<file path="src/rtl/logic_unit_pipe_pkg.sv">
// Shared definitions for the pipelined bitwise logic unit: op encodings and op-select width.
// Optional result flags are enabled by defining LOGIC_PIPE_FLAGS_EN.
package logic_unit_pipe_pkg;

    localparam int LU_OP_W = 3;

    typedef enum logic [LU_OP_W-1:0] {
        LU_OP_AND   = 3'b000,
        LU_OP_OR    = 3'b001,
        LU_OP_XOR   = 3'b010,
        LU_OP_NOR   = 3'b011,
        LU_OP_NAND  = 3'b100,
        LU_OP_XNOR  = 3'b101,
        LU_OP_ANDN  = 3'b110,
        LU_OP_PASSA = 3'b111
    } lu_op_e;

    // Extra bits stored alongside each result when the flag outputs are built in.
`ifdef LOGIC_PIPE_FLAGS_EN
    localparam int LU_FLAG_W = 2;
`else
    localparam int LU_FLAG_W = 0;
`endif

endpackage

</file>
<file path="src/rtl/logic_unit_pipe_slot.sv">
// One register slot of the logic unit pipeline: a valid bit plus a data word.
// Holds its beat while downstream stalls and accepts a new beat whenever it is empty or draining.
module logic_pipe_slot #(
    parameter int W = 32
) (
    input  logic         clk,
    input  logic         reset_n,
    input  logic         prev_valid,
    input  logic [W-1:0] prev_data,
    input  logic         next_ready,
    output logic         valid,
    output logic [W-1:0] data,
    output logic         ready
);

    // An empty slot takes a beat even when everything after it is stalled.
    assign ready = !valid || next_ready;

    always_ff @(posedge clk) begin
        if (!reset_n) begin
            valid <= 1'b0;
            data  <= '0;
        end else if (ready) begin
            valid <= prev_valid;
            if (prev_valid) begin
                data <= prev_data;
            end
        end
    end

endmodule

</file>
<file path="src/rtl/logic_unit_pipe.sv">
// Pipelined WIDTH-bit bitwise logic unit with STAGES register slots and valid/ready on both sides.
// Define LOGIC_PIPE_FLAGS_EN to add out_zero/out_par, computed at accept and carried with the result.
module logic_unit_pipe
    import logic_unit_pipe_pkg::*;
#(
    parameter int WIDTH  = 32,
    parameter int STAGES = 2
) (
    input  logic               clk,
    input  logic               reset_n,
    input  logic               in_valid,
    output logic               in_ready,
    input  logic [LU_OP_W-1:0] in_op,
    input  logic [WIDTH-1:0]   in_a,
    input  logic [WIDTH-1:0]   in_b,
    output logic               out_valid,
    input  logic               out_ready,
    output logic [WIDTH-1:0]   out_y
`ifdef LOGIC_PIPE_FLAGS_EN
    ,
    output logic               out_zero,
    output logic               out_par
`endif
);

    localparam int DW = WIDTH + LU_FLAG_W;

    function automatic logic [WIDTH-1:0] eval_op(
        input logic [LU_OP_W-1:0] op,
        input logic [WIDTH-1:0]   a,
        input logic [WIDTH-1:0]   b
    );
        logic [WIDTH-1:0] y;
        y = '0;
        case (lu_op_e'(op))
            LU_OP_AND:   y = a & b;
            LU_OP_OR:    y = a | b;
            LU_OP_XOR:   y = a ^ b;
            LU_OP_NOR:   y = ~(a | b);
            LU_OP_NAND:  y = ~(a & b);
            LU_OP_XNOR:  y = ~(a ^ b);
            LU_OP_ANDN:  y = a & ~b;
            LU_OP_PASSA: y = a;
        endcase
        return y;
    endfunction

    logic [WIDTH-1:0] result;
    logic [DW-1:0]    entry;

    assign result = eval_op(in_op, in_a, in_b);

`ifdef LOGIC_PIPE_FLAGS_EN
    assign entry = {^result, ~|result, result};
`else
    assign entry = result;
`endif

    // ready_v[i] is slot i's readiness; the extra top entry is the consumer's ready.
    logic [STAGES:0]   ready_v;
    logic [STAGES-1:0] valid_v;
    logic [DW-1:0]     data_v [STAGES];

    assign ready_v[STAGES] = out_ready;

    for (genvar i = 0; i < STAGES; i++) begin : g_slot
        logic          prev_valid;
        logic [DW-1:0] prev_data;

        if (i == 0) begin : g_head
            assign prev_valid = in_valid;
            assign prev_data  = entry;
        end else begin : g_body
            assign prev_valid = valid_v[i-1];
            assign prev_data  = data_v[i-1];
        end

        logic_pipe_slot #(
            .W(DW)
        ) u_slot (
            .clk        (clk),
            .reset_n    (reset_n),
            .prev_valid (prev_valid),
            .prev_data  (prev_data),
            .next_ready (ready_v[i+1]),
            .valid      (valid_v[i]),
            .data       (data_v[i]),
            .ready      (ready_v[i])
        );
    end

    assign in_ready  = ready_v[0];
    assign out_valid = valid_v[STAGES-1];
    assign out_y     = data_v[STAGES-1][WIDTH-1:0];

`ifdef LOGIC_PIPE_FLAGS_EN
    assign out_zero = data_v[STAGES-1][WIDTH];
    assign out_par  = data_v[STAGES-1][WIDTH+1];
`endif

endmodule

</file>
<file path="config.mk">
export PLATFORM = sky130hd
export DESIGN_NAME = logic_unit_pipe
export DESIGN_NICKNAME = d
export VERILOG_FILES = /design/src/rtl/logic_unit_pipe_pkg.sv /design/src/rtl/logic_unit_pipe_slot.sv /design/src/rtl/logic_unit_pipe.sv
export SDC_FILE = /design/constraint.sdc
export NUM_CORES = 1
export LEC_CHECK = 0
export ABC_AREA = 1
export CAP_MARGIN = 20
export CELL_PAD_IN_SITES_DETAIL_PLACEMENT = 0
export CELL_PAD_IN_SITES_GLOBAL_PLACEMENT = 1
export CORE_MARGIN = 2
export CORE_UTILIZATION = 39
export CTS_CLUSTER_SIZE = 12
export DETAILED_ROUTE_END_ITERATION = 7
export GPL_ROUTABILITY_DRIVEN = 0
export PLACE_DENSITY_LB_ADDON = 0.25
export SLEW_MARGIN = 40
export SYNTH_ARGS = -nofsm -noshare
export SYNTH_HDL_FRONTEND = slang
export SYNTH_SLANG_ARGS = --single-unit
</file>
<file path="constraint.sdc">
create_clock -name clk -period 1.55 [get_ports clk]
set_input_delay 0.465 -clock clk [delete_from_list [all_inputs] [get_ports clk]]
set_output_delay 0.465 -clock clk [all_outputs]
set_load 0.05 [all_outputs]
</file>
* Word-level counts from Yosys, hierarchy flattened
Cells that the tools add are included.
** Operators by class
- Reduce and logical (&&, ||, !) cells :: 7
- Bitwise operators :: 8
- Muxes and demuxes :: 1
- Equal/unequal tests :: 7
** Operators with widths (number)
- $pmux W32 S8 :: 1
- $not A32 Y32 :: 4
- $and A32 B32 Y32 :: 2
- $or A32 B32 Y32 :: 1
- $xor A32 B32 Y32 :: 1
- $eq A3 B3 Y1 const B :: 4
- $eq A3 B2 Y1 const B :: 2
- $reduce_and A2 Y1 :: 2
- $eq A3 B1 Y1 const B :: 1
- $logic_not A3 Y1 :: 1
- $logic_not A1 Y1 :: 2
- $logic_or A1 B1 Y1 :: 2
** Storage, ports and cells
- Bits in registers :: 66
- Output and inout bits :: 34
- Word-level logic and storage cells :: 27
- Bits of input ports :: 71

* Depth between registers and ports, before layout
Gate-level depths: netlist of run 1.
- Word-level depth :: 4
- Depth in mapped cells :: 9
- Depth with buffers taken out :: 9

* Hierarchy
A second synthesis of run 1 with hierarchy kept.
** Unflattened totals
- Cells, all modules :: 1219
- Area total of the unflattened synthesis :: 7289.5 µm²
** Modules (own cells, without submodules)
- logic_unit_pipe :: cells an instance 789, times used 1, sequential area each 0.0 µm², area each 4316.6 µm²
- logic_pipe_slot :: cells an instance 215, times used 2, sequential area each 660.6 µm², area each 1486.4 µm²

* Worst setup path after synthesis of run 1
OpenSTA, ideal clock, no wires.
- Kind :: reg-to-reg
- From :: register g_slot[1].u_slot.valid
- To :: register g_slot[0].u_slot.data[14]
- Data required time :: 1.418 ns
- Path slack :: -0.599 ns
- Library setup time :: 0.132 ns
- Period minus slack after synthesis :: 2.149 ns
- Buffers on the path :: 2
- Arrival :: 2.017 ns
- Stages on the path, launching flop included :: 8
- Path through :: dfxtp_1 nand3_1 nand2_1 buf_4 clkbuf_1 a21oi_1 nand2_1 a21oi_1
** Between the ends
- Longest elaborated chain between the ends :: 4
** RTL lines
- from (decl) :: RTL line logic_unit_pipe_slot.sv:11 : output logic valid,
- from (signal assigned) :: RTL line logic_unit_pipe_slot.sv:24 : valid <= prev_valid;
- $logic_not A1 Y1 :: RTL line logic_unit_pipe_slot.sv:17 : assign ready = !valid || next_ready;
- $logic_or A1 B1 Y1 (2 in series) :: RTL line logic_unit_pipe_slot.sv:17
- net in_ready :: RTL line logic_unit_pipe.sv:12 : output logic in_ready,
- $reduce_and A2 Y1 (no source line)
- to (signal assigned) :: RTL line logic_unit_pipe_slot.sv:26 : data <= prev_data;
- to (decl) :: RTL line logic_unit_pipe_slot.sv:12 : output logic [W-1:0] data,
The timed path passes the listed nets, and every way through them passes these cells.
A chain may end at the register's enable or synchronous reset.

* Final worst setup path of run 1
- From :: input in_a[3]
- To :: register g_slot[0].u_slot.data[3]
** Between the ends
- Longest elaborated chain between the ends :: 3
- Elaborated cells on any way between the ends :: 8
- Classes of those cells :: 1 x mux; 7 x bitwise
** RTL lines
- from (decl) :: RTL line logic_unit_pipe.sv:14 : input logic [WIDTH-1:0] in_a,
- $xor A32 B32 Y32 (tied with other cells) :: RTL line logic_unit_pipe.sv:38, logic_unit_pipe.sv:41
- $not A32 Y32 (on tied branches) :: RTL line logic_unit_pipe.sv:41, logic_unit_pipe.sv:39, logic_unit_pipe.sv:40
- $pmux W32 S8 (*) :: RTL line logic_unit_pipe.sv:35 : case (lu_op_e'(op))
Every way passes the cells marked *; elsewhere a longest branch is shown, timed or not.

==> metrics.cfg, run 1 <==
[status]
status = finished, final reports clean

[sta]
relSlewSlack_pct = 78.51
hold_viol = 0
fin_hold_ws_ns = 0.4598
post-route-period-util_pct = 97.55
timing.final.crit_period_ns = 1.512
max_freq_mhz = 661.4
tns_ns = 0
setup_viol = 0
drv_slew = 0
rsz0062_at_grt = true
final.setup_skew_ns = 0.007002
tightestPinTransition_ns = 0.3223

[worst_setup_path]
critPathMaxFanout = 2
cpLargestDelayFamily = buffers and inverters
path_cells = clkdlybuf4s50_1 -> inv_1 -> ha_1 -> inv_1 -> nand4_1 -> nand2_1 -> nor2_1 -> nand2_1 -> nand2_1 -> a21oi_2
critical_path_class = in -> reg
crit_path_max_incr_delay_ns = 0.47
cp-end-kind = flip-flop
cp.required_ns = 1.78
path_buf_inv = 3
setup.worst_path.start_class = input pin
crit_top_cell = nand2_1
cp_slowest_cell = clkdlybuf4s50_1
cp.arrival_ns = 1.74

[placed_design]
placedCellCount = 1429
dpl.hpwl_mm = 14.24
dpl-instance-area_um2 = 9094
numPortBuffers = 104

[clocking]
clkTransAtPathRegs_ns = 0.06
clk_path_buf_depth = 2
clock-root-buffer = clkbuf_16
holdBufCountCts = 0
insertion_delay_ns = 0.34
cts_max_level = 3
tritoncts = done
cts.sinks = 66
cts_buffers = 9

[layout]
finalNetCount = 1388
area_delta_synth_final_pct = 46.65
fill_cells = 1617
multiInputGateArea_um2 = 4715
antenna_cells = 0
ff_latch_area_um2 = 1323
post-route-cell-area_um2 = 9813
final_cells = 1446
post_route_cells_drive_above_1_share_pct = 19.41

[global_routing]
antenna_found_initial = 0
grt_max_degree = 35
grt_pass1_vias = 6829
grt.total_usage_pct = 22.36
grt_pass1_wl_mm = 33.49
grt_overflow = 0

[drt]
wl_met3_um = 948
met1Wirelength_mm = 9.719
wl_mm = 20.13
routed.top_layer = met4
via_count = 7454
drcViolationCount = 0
routedWlPerCell_um = 13.92
wl_met2_mm = 9.276
drtIter0Drc = 436
first_pass_iters = 6
via_per_inst = 5.155
ant_nets = 0

[floorplanning]
rows = 47
io_pins = 105
die-area_um2 = 18220
core_um2 = 16700
fp.dieW_um = 135.0
die_h_um = 135.0
start_util_pct = 40.07

[synthesis]
yosysUniqueCellTypes = 16
ys_warn_count = 0
ys_ff_latch = 66
avgSynthCellArea_um2 = 6.271
ys_seq_area_share_pct = 19.75
synthesis.nets = 1234
mappedNetlistArea_um2 = 6691
syn_inst = 1067

[power]
ir_drop_mv = 0.5199
p_leak_nw = 5.344
power_mw = 6.542
power_per_cell_area_nw_per_um2 = 666.7

[min_path]
hp-class = reg -> reg

[flow_run]
max-cap-violations = 0

-- cells by family after synthesis --
kind of cell | count (synthesis) | synth area share (%)
simple gates | 583 | 41.14
compound gates | 98 | 7.330
flops | 66 | 19.75
fa+ha+maj | 96 | 17.95
buf+inv | 224 | 13.84
-- worst paths after layout --
kind	to	cells past startpoint	from	slack (ns)
worst max-delay path	g_slot[0].u_slot.data[3]	10	in_a[3]	0.04
worst min-delay path	g_slot[0].u_slot.data[16]	2	g_slot[0].u_slot.data[16]	0.46
worst max register to register	g_slot[0].u_slot.data[2]	7	g_slot[1].u_slot.valid	0.23
worst min register to register	g_slot[0].u_slot.data[16]	2	g_slot[0].u_slot.data[16]	0.46
-- flip-flops by register name, indices dropped and copies added (netlist names) --
name                 count
g_slot.u_slot.data      64
g_slot.u_slot.valid      2
-- through the flow --
step                      utilization, %  worst slack (ns)
after floorplan                        -          0.007197
after global placement             54.45           -0.3580
after detailed placement           54.45           -0.3682
after CTS                          56.59          0.005196
after global routing               58.76          -0.03772
final                              58.76           0.03800
-- cell type report --
cell class              instances  area share (%)
repair buffers                232           27.00
flip-flops and latches         66           13.48
multi-input cells             777           48.04
inverters                     135           5.164
well taps                     220           2.805
clock inverters                 6           1.173
clock buffers                  10           2.333
-- what timing repair did --
| action | 4_1_cts | 5_1_grt |
|---|---|---|
| gates resized for setup | 8 | 97 |
| setup buffers | 1 | 0 |
| pin swaps | 1 | 13 |
| hold endpoints to repair | 0 | 0 |
| endpoints found under the setup margin | 5 | 29 |
-- report_power, final --
group	internal, mW	switching (mW)	leakage [nW]
logic	1.01	1.21	4.64
registers	1.82	0.119	0.543
clock network	1.58	0.805	0.163
total	4.41	2.13	5.34
-- metal layers --
| layer | up-vias | track usage, % |
|---|---|---|
| li1 | 3831 | - |
| met1 | 3401 | 32.16 |
| met2 | 208 | 36.29 |
| met3 | 14 | 2.177 |
| met4 | 0 | 4.745 |
| met5 | - | 0 |
-- cell usage after synthesis, drive strengths merged --
| cell type | number | share of area, % |
|---|---|---|
| a21oi | 66 | 4.9 |
| nand3b | 32 | 3.6 |
| nor2 | 130 | 7.3 |
| buf | 62 | 4.7 |
| nand4 | 160 | 15 |
| nand3 | 33 | 2.5 |
| o21ai | 32 | 2.4 |
| inv | 134 | 7.5 |
| dfxtp | 66 | 20 |
| clkinv | 1 | 0.056 |
| ha | 96 | 18 |
| nand2 | 228 | 13 |
| clkbuf | 27 | 1.5 |
-- placed cells by master (no fill, tap or decap), types with 49 or more instances in the layout --
master,synthesis,final
a21oi_1,66,62
inv_1,132,108
dfxtp_1,66,65
buf_12,0,50
dlymetal6s2s_1,0,49
buf_4,3,115
ha_1,96,77
nand4_1,160,160
nand2_1,228,224
nor2_1,129,127
-- worst reg2reg max path: cells and delay by family, from the launching register on --
family	cells	cell delay [ns]
buffers and inverters	3	0.49
AO/OA/AOI/OAI	1	0.12
flip-flops	1	0.38
AND/OR/NAND/NOR	3	0.27
Note: power is estimated with default switching activity, not from simulation.
==> run 2: changes to the inputs <==
CORE_UTILIZATION = 42   (was 39)
SYNTH_HIERARCHICAL = 1   (was not set)
clock period = 1.92 ns   (was 1.55 ns; I/O delays follow)
==> metrics.cfg, run 2 <==
[power]
ir_drop_mv = 0.5487
power_mw = 5.154
power_per_cell_area_nw_per_um2 = 546.3
p_leak_nw = 5.207

[layout]
antenna_cells = 0
area_delta_synth_final_pct = 29.44
regMostFlops = g_slot.u_slot/data
post_route_cells_drive_above_1_share_pct = 13.75
final_cell_mix = inv_1, nand2_1, nor2_1
fill_cells = 1764
reg_top3 = g_slot.u_slot/data (64), g_slot.u_slot/valid (2)
multiInputGateArea_um2 = 4523
post-route-cell-area_um2 = 9435
ff_latch_area_um2 = 1324
final_cells = 1585
finalNetCount = 1522
final_common_cell = inv_1
largest_reg_flops = 64

[synthesis]
ys_top_cells_by_count = inv_1, nand2_1, nor2_1, nand3_1
synth_most_common_cell = inv_1
ys_ff_latch = 66
synth_top_cell_by_area = dfxtp_1
mappedNetlistArea_um2 = 7289
synthesis.nets = 1386
async_flop_share_pct = 0
syn_inst = 1219
synth_edf_count = 0
ys_seq_area_share_pct = 18.13
synth_area_leaders = dfxtp_1, ha_1, inv_1, nand2_1, nand3_1
ys.flop_type = dfxtp_1
ys_warn_count = 6
yosysUniqueCellTypes = 19
avgSynthCellArea_um2 = 5.980
synth_top_area_share_pct = 18.13

[clocking]
cts_buffers = 9
cts.sinks = 66
cts_max_level = 3
clkTransAtPathRegs_ns = 0.05
clk_path_buf_depth = 2
tritoncts = done
insertion_delay_ns = 0.33
holdBufCountCts = 0
clock-root-buffer = clkbuf_16

[global_routing]
grt_max_degree = 66
grt.total_usage_pct = 22.37
antenna_found_initial = 0
grt_pass1_wl_mm = 33.77
grt_overflow = 0
grt_pass1_vias = 6753

[drt]
wl_mm = 20.16
routedWlPerCell_um = 12.72
first_pass_iters = 7
ant_nets = 0
drcViolationCount = 0
drtIter0Drc = 473
via_count = 7637
via_per_inst = 4.818

[worst_setup_path]
critical_path_class = in -> reg
crit_path_max_incr_delay_ns = 0.48
r2r_cells = 8
critPathMaxFanout = 2
cp.arrival_ns = 2.04
regToRegSetupSlack_ns = 0.55
cp-end-kind = flip-flop
cp_slowest_cell = clkdlybuf4s50_1
path_cells = clkdlybuf4s50_1 -> inv_1 -> ha_1 -> nand4_1 -> nand2_1 -> nor2_1 -> nand3_1 -> inv_1 -> nand3_1 -> nand2_1 -> nor2_1
path_buf_inv = 3
r2r_start = g_slot[1].u_slot/valid
cp.required_ns = 2.14
r2r_end = g_slot[0].u_slot/data[13]
cpLargestDelayFamily = buffers and inverters
setup.worst_path.start_class = input pin

[floorplanning]
core_um2 = 17120
rows = 48
fp.dieW_um = 135.7
start_util_pct = 42.59
die-area_um2 = 18430
io_pins = 105
die_h_um = 135.7

[flow_run]
max-cap-violations = 0

[sta]
setup_viol = 0
final.setup_skew_ns = 0.007682
hold_viol = 0
relSlewSlack_pct = 58.72
tightestPinTransition_ns = 0.6192
max_freq_mhz = 551.0
drv_slew = 0
post-route-period-util_pct = 94.53
timing.final.crit_period_ns = 1.815
tns_ns = 0

[placed_design]
dpl.hpwl_mm = 14.44
numPortBuffers = 104
dpl-instance-area_um2 = 9015
placedCellCount = 1568

[status]
status = finished, final reports clean

[min_path]
hp-class = reg -> reg
holdPathStages = 2
min_from = g_slot[0].u_slot/data[28]
hold_end = g_slot[0].u_slot/data[28]

## run 2: changes by cell type after synthesis, moves of 10 or more
| cell | delta |
|---|---|
| nand4_1 | -64 |
| nor2_1 | +31 |
| clkbuf_1 | -20 |
| buf_2 | -10 |
| nand3b_1 | -23 |
| inv_1 | +119 |
| buf_4 | +18 |
| buf_6 | +11 |
| nand3_1 | +118 |
| o21ai_0 | -32 |
## run 2: worst max path at each step
stage / start / to / slack (ns) / cells after the start
after floorplan: out_ready / in_ready / 0.005 / 8
after global placement: in_b[27] / g_slot[0].u_slot/data[27] / -0.23 / 11
after detailed placement: in_b[21] / g_slot[0].u_slot/data[21] / -0.24 / 11
after CTS: out_ready / in_ready / 0.11 / 6
after global routing: in_b[15] / g_slot[0].u_slot/data[15] / -0.004 / 12
final: in_b[20] / g_slot[0].u_slot/data[20] / 0.11 / 11
## run 2: timing repair
action	4_1_cts	5_1_grt
pin swaps	2	3
endpoints found under the hold margin	0	0
setup buffers	1	0
resized for setup	3	14
setup endpoints to repair	1	7
## run 2: worst reg2reg max path, stage by stage, from the launching register on
cell and delay (ns):
dfxtp_2 0.33, nand2_2 0.08, inv_2 0.07, nand2_4 0.06
buf_4 0.14, buf_12 0.16, buf_12 0.18, a21oi_1 0.19
nor2_1 0.07
## run 2: layout make-up
type                            instances  share of cell area [%]
Clock buffer                           10                   2.427
Clock inverter                          6                   1.220
Inverter                              253                   10.06
Multi-Input combinational cell        810                   47.94
Sequential cell                        66                   14.03
Tap cell                              225                   2.984
Timing Repair Buffer                  215                   21.34
## run 2: routing by layer
| layer | GRT usage [%] | wire [um] | vias to the layer above |
|---|---|---|---|
| met1 | 32.50 | 10070 | 3365 |
| met4 | 4.572 | 128 | 0 |
| met5 | 0 | 0 | - |
| li1 | - | - | 4084 |
| met2 | 35.58 | 9051 | 178 |
| met3 | 2.619 | 918 | 10 |
## run 2: metrics by stage
stage               utilization (%)  worst slack [ns]  hold WS, ns
floorplan                         -          0.005239       0.4516
global placement              52.67           -0.2258       0.4619
detailed placement            52.67           -0.2388       0.4702
CTS                           54.74            0.1097       0.4838
global route                  55.12         -0.004422       0.5081
finish                        55.12            0.1051       0.4794
## run 2: cells by family after synthesis
group                    after synthesis  synth area share (%)
AND/OR/NAND/NOR                      648                 40.08
adder cells (fa/ha/maj)               96                 16.48
flip-flops                            66                 18.13
buffers and inverters                343                 20.72
AO/OA/AOI/OAI                         66                 4.600
## run 2: where the power goes
| part | internal, mW | total (mW) | switching (mW) |
|---|---|---|---|
| registers | 1.48 | 1.55 | 0.0661 |
| clock network | 1.27 | 1.90 | 0.631 |
| logic | 0.713 | 1.70 | 0.991 |
| total | 3.47 | 5.15 | 1.69 |
==> run 3: changes to the inputs <==
SYNTH_HIERARCHICAL = not set   (was 1)
==> metrics.cfg, run 3 (synthesized netlist as in run 1, its figures left out) <==
[power]
p_leak_nw = 4.590
ir_drop_mv = 0.3747
power_per_cell_area_nw_per_um2 = 530.6
power_mw = 4.570

[layout]
post_route_cells_drive_above_1_share_pct = 12.78
largest_reg_flops = 64
post-route-cell-area_um2 = 8612
regMostFlops = g_slot.u_slot.data
fill_cells = 1611
finalNetCount = 1352
antenna_cells = 0
final_common_cell = nand2_1
final_util_pct = 54.81
final_cell_mix = nand2_1, nand4_1, inv_1
area_delta_synth_final_pct = 28.70
reg_top3 = g_slot.u_slot.data (64), g_slot.u_slot.valid (2)

[drt]
drtIter0Drc = 392
routedWlPerCell_um = 13.53
ant_nets = 0
first_pass_iters = 5
via_per_inst = 5.122
drcViolationCount = 0
via_count = 7196
wl_mm = 19.01

[sta]
fin_ws_ns = 0.2468
drv_slew = 0
hold_viol = 0
tightestPinTransition_ns = 0.4667
max_freq_mhz = 597.7
tns_ns = 0
timing.final.crit_period_ns = 1.673
setup_viol = 0
final.setup_skew_ns = 0.008323
rsz0062_at_grt = false
relSlewSlack_pct = 68.88
post-route-period-util_pct = 87.14

[worst_setup_path]
cpLargestDelayFamily = buffers and inverters
critical_path_class = in -> reg
cp.required_ns = 2.19
path_cells = clkdlybuf4s50_1 -> inv_1 -> ha_1 -> inv_1 -> nand4_1 -> nand2_1 -> nor2_1 -> nand2_1 -> nand2_1 -> a21oi_1
regToRegSetupSlack_ns = 0.73
crit_path_start = in_b[18]
cp-endpoint = g_slot[0].u_slot.data[18]
critPathMaxFanout = 2
cp-end-kind = flip-flop
worst-path-stages = 10
crit_path_max_incr_delay_ns = 0.54
setup.worst_path.start_class = input pin
r2r_cells = 6
cp.arrival_ns = 1.94
r2r_start = g_slot[1].u_slot.valid
cp_slowest_cell = clkdlybuf4s50_1
crit_top_cell = nand2_1
path_buf_inv = 3
r2r_end = g_slot[1].u_slot.data[30]

[clocking]
cts_max_level = 3
clk_path_buf_depth = 2
holdBufCountCts = 0
tritoncts = done
clock-root-buffer = clkbuf_16
insertion_delay_ns = 0.33
clkTransAtPathRegs_ns = 0.06
cts_setup_buffers = 0
cts.sinks = 66
cts_buffers = 9

[floorplanning]
die_h_um = 130.2
fp.dieW_um = 130.2
rows = 46
core_um2 = 15710
io_pins = 105
start_util_pct = 42.59
die-area_um2 = 16960

[global_routing]
grt_busiest_layer = met2
grt_max_degree = 75
antenna_found_initial = 0
grt_pass1_vias = 6449
grt_use_met2_pct = 36.37
met3_usage_pct = 3.362
grt_overflow = 0
grt_pass1_wl_mm = 31.33
grt.total_usage_pct = 22.92
use_met1_pct = 32.84

[placed_design]
dpl-instance-area_um2 = 8349
dp_slack_ns = -0.07938
numPortBuffers = 104
dpl.hpwl_mm = 13.38

[min_path]
hp-class = reg -> reg

[status]
status = finished, final reports clean

[flow_run]
max-cap-violations = 0

-- run 3: changes by cell type in the layout (fill, tap and decap cells not counted), moves of 6 or more --
cell             previous run  this run
buf_12                     19        12
buf_4                     127       117
clkdlybuf4s50_1            60        66
inv_1                     248       130
nand3_1                   149        32
nand3b_1                    9        32
nand4_1                    96       160
nor2_1                    158       128
o21ai_0                     0        32
-- run 3: worst min-delay path by stage --
stage | startpoint | cells after the start | slack (ns) | endpoint
after floorplan | g_slot[0].u_slot.data[0] | 2 | 0.44 | g_slot[0].u_slot.data[0]
after global placement | g_slot[0].u_slot.data[15] | 2 | 0.45 | g_slot[0].u_slot.data[15]
after detailed placement | g_slot[0].u_slot.data[15] | 2 | 0.45 | g_slot[0].u_slot.data[15]
after CTS | g_slot[0].u_slot.data[23] | 2 | 0.46 | g_slot[0].u_slot.data[23]
after global routing | g_slot[0].u_slot.data[10] | 2 | 0.47 | g_slot[0].u_slot.data[10]
final | g_slot[0].u_slot.data[23] | 2 | 0.46 | g_slot[0].u_slot.data[23]
-- run 3: area by class of cell --
class / instances / area, um2 / share of cell area (%)
clock inverter: 6 / 35.03 / 0.4068
multi-input combinational: 777 / 4462 / 51.81
timing repair buffer: 196 / 1792 / 20.80
sequential: 66 / 1321 / 15.34
tap: 216 / 270.3 / 3.138
inverter: 135 / 506.7 / 5.884
clock buffer: 9 / 225.2 / 2.615
-- run 3: report_power, final --
group          switching, mW  leakage, nW  internal, mW
Clock                  0.620        0.127         0.856
Sequential            0.0709        0.543          1.47
Combinational          0.921         3.92         0.630
Total                   1.61         4.59          2.96
-- run 3: metal layers --
layer  routed length [um]  vias up
li1                     -     3770
met1                 9376     3241
met2                 8425      174
met3                 1004       11
met4                  202        0
met5                    0        -
-- run 3: timing repair --
action	CTS	global route
cloned	0	0
gates resized for setup	1	1
pin swaps	0	0
endpoints found under the setup margin	1	1
-- run 3: worst register-to-register path: stages, from the launching register on --
cell and delay, ns:
dfxtp_1 0.34, nand2_1 0.11, nand2_1 0.12, buf_12 0.17, o21ai_0 0.16, buf_4 0.15, nor2_1 0.04
-- run 3: stage by stage --
stage	instances	hold slack, ns
global placement	1390	0.4485
global route	1405	0.4746
detailed placement	1390	0.4520
floorplan	1067	0.4422
CTS	1405	0.4618
finish	1405	0.4605
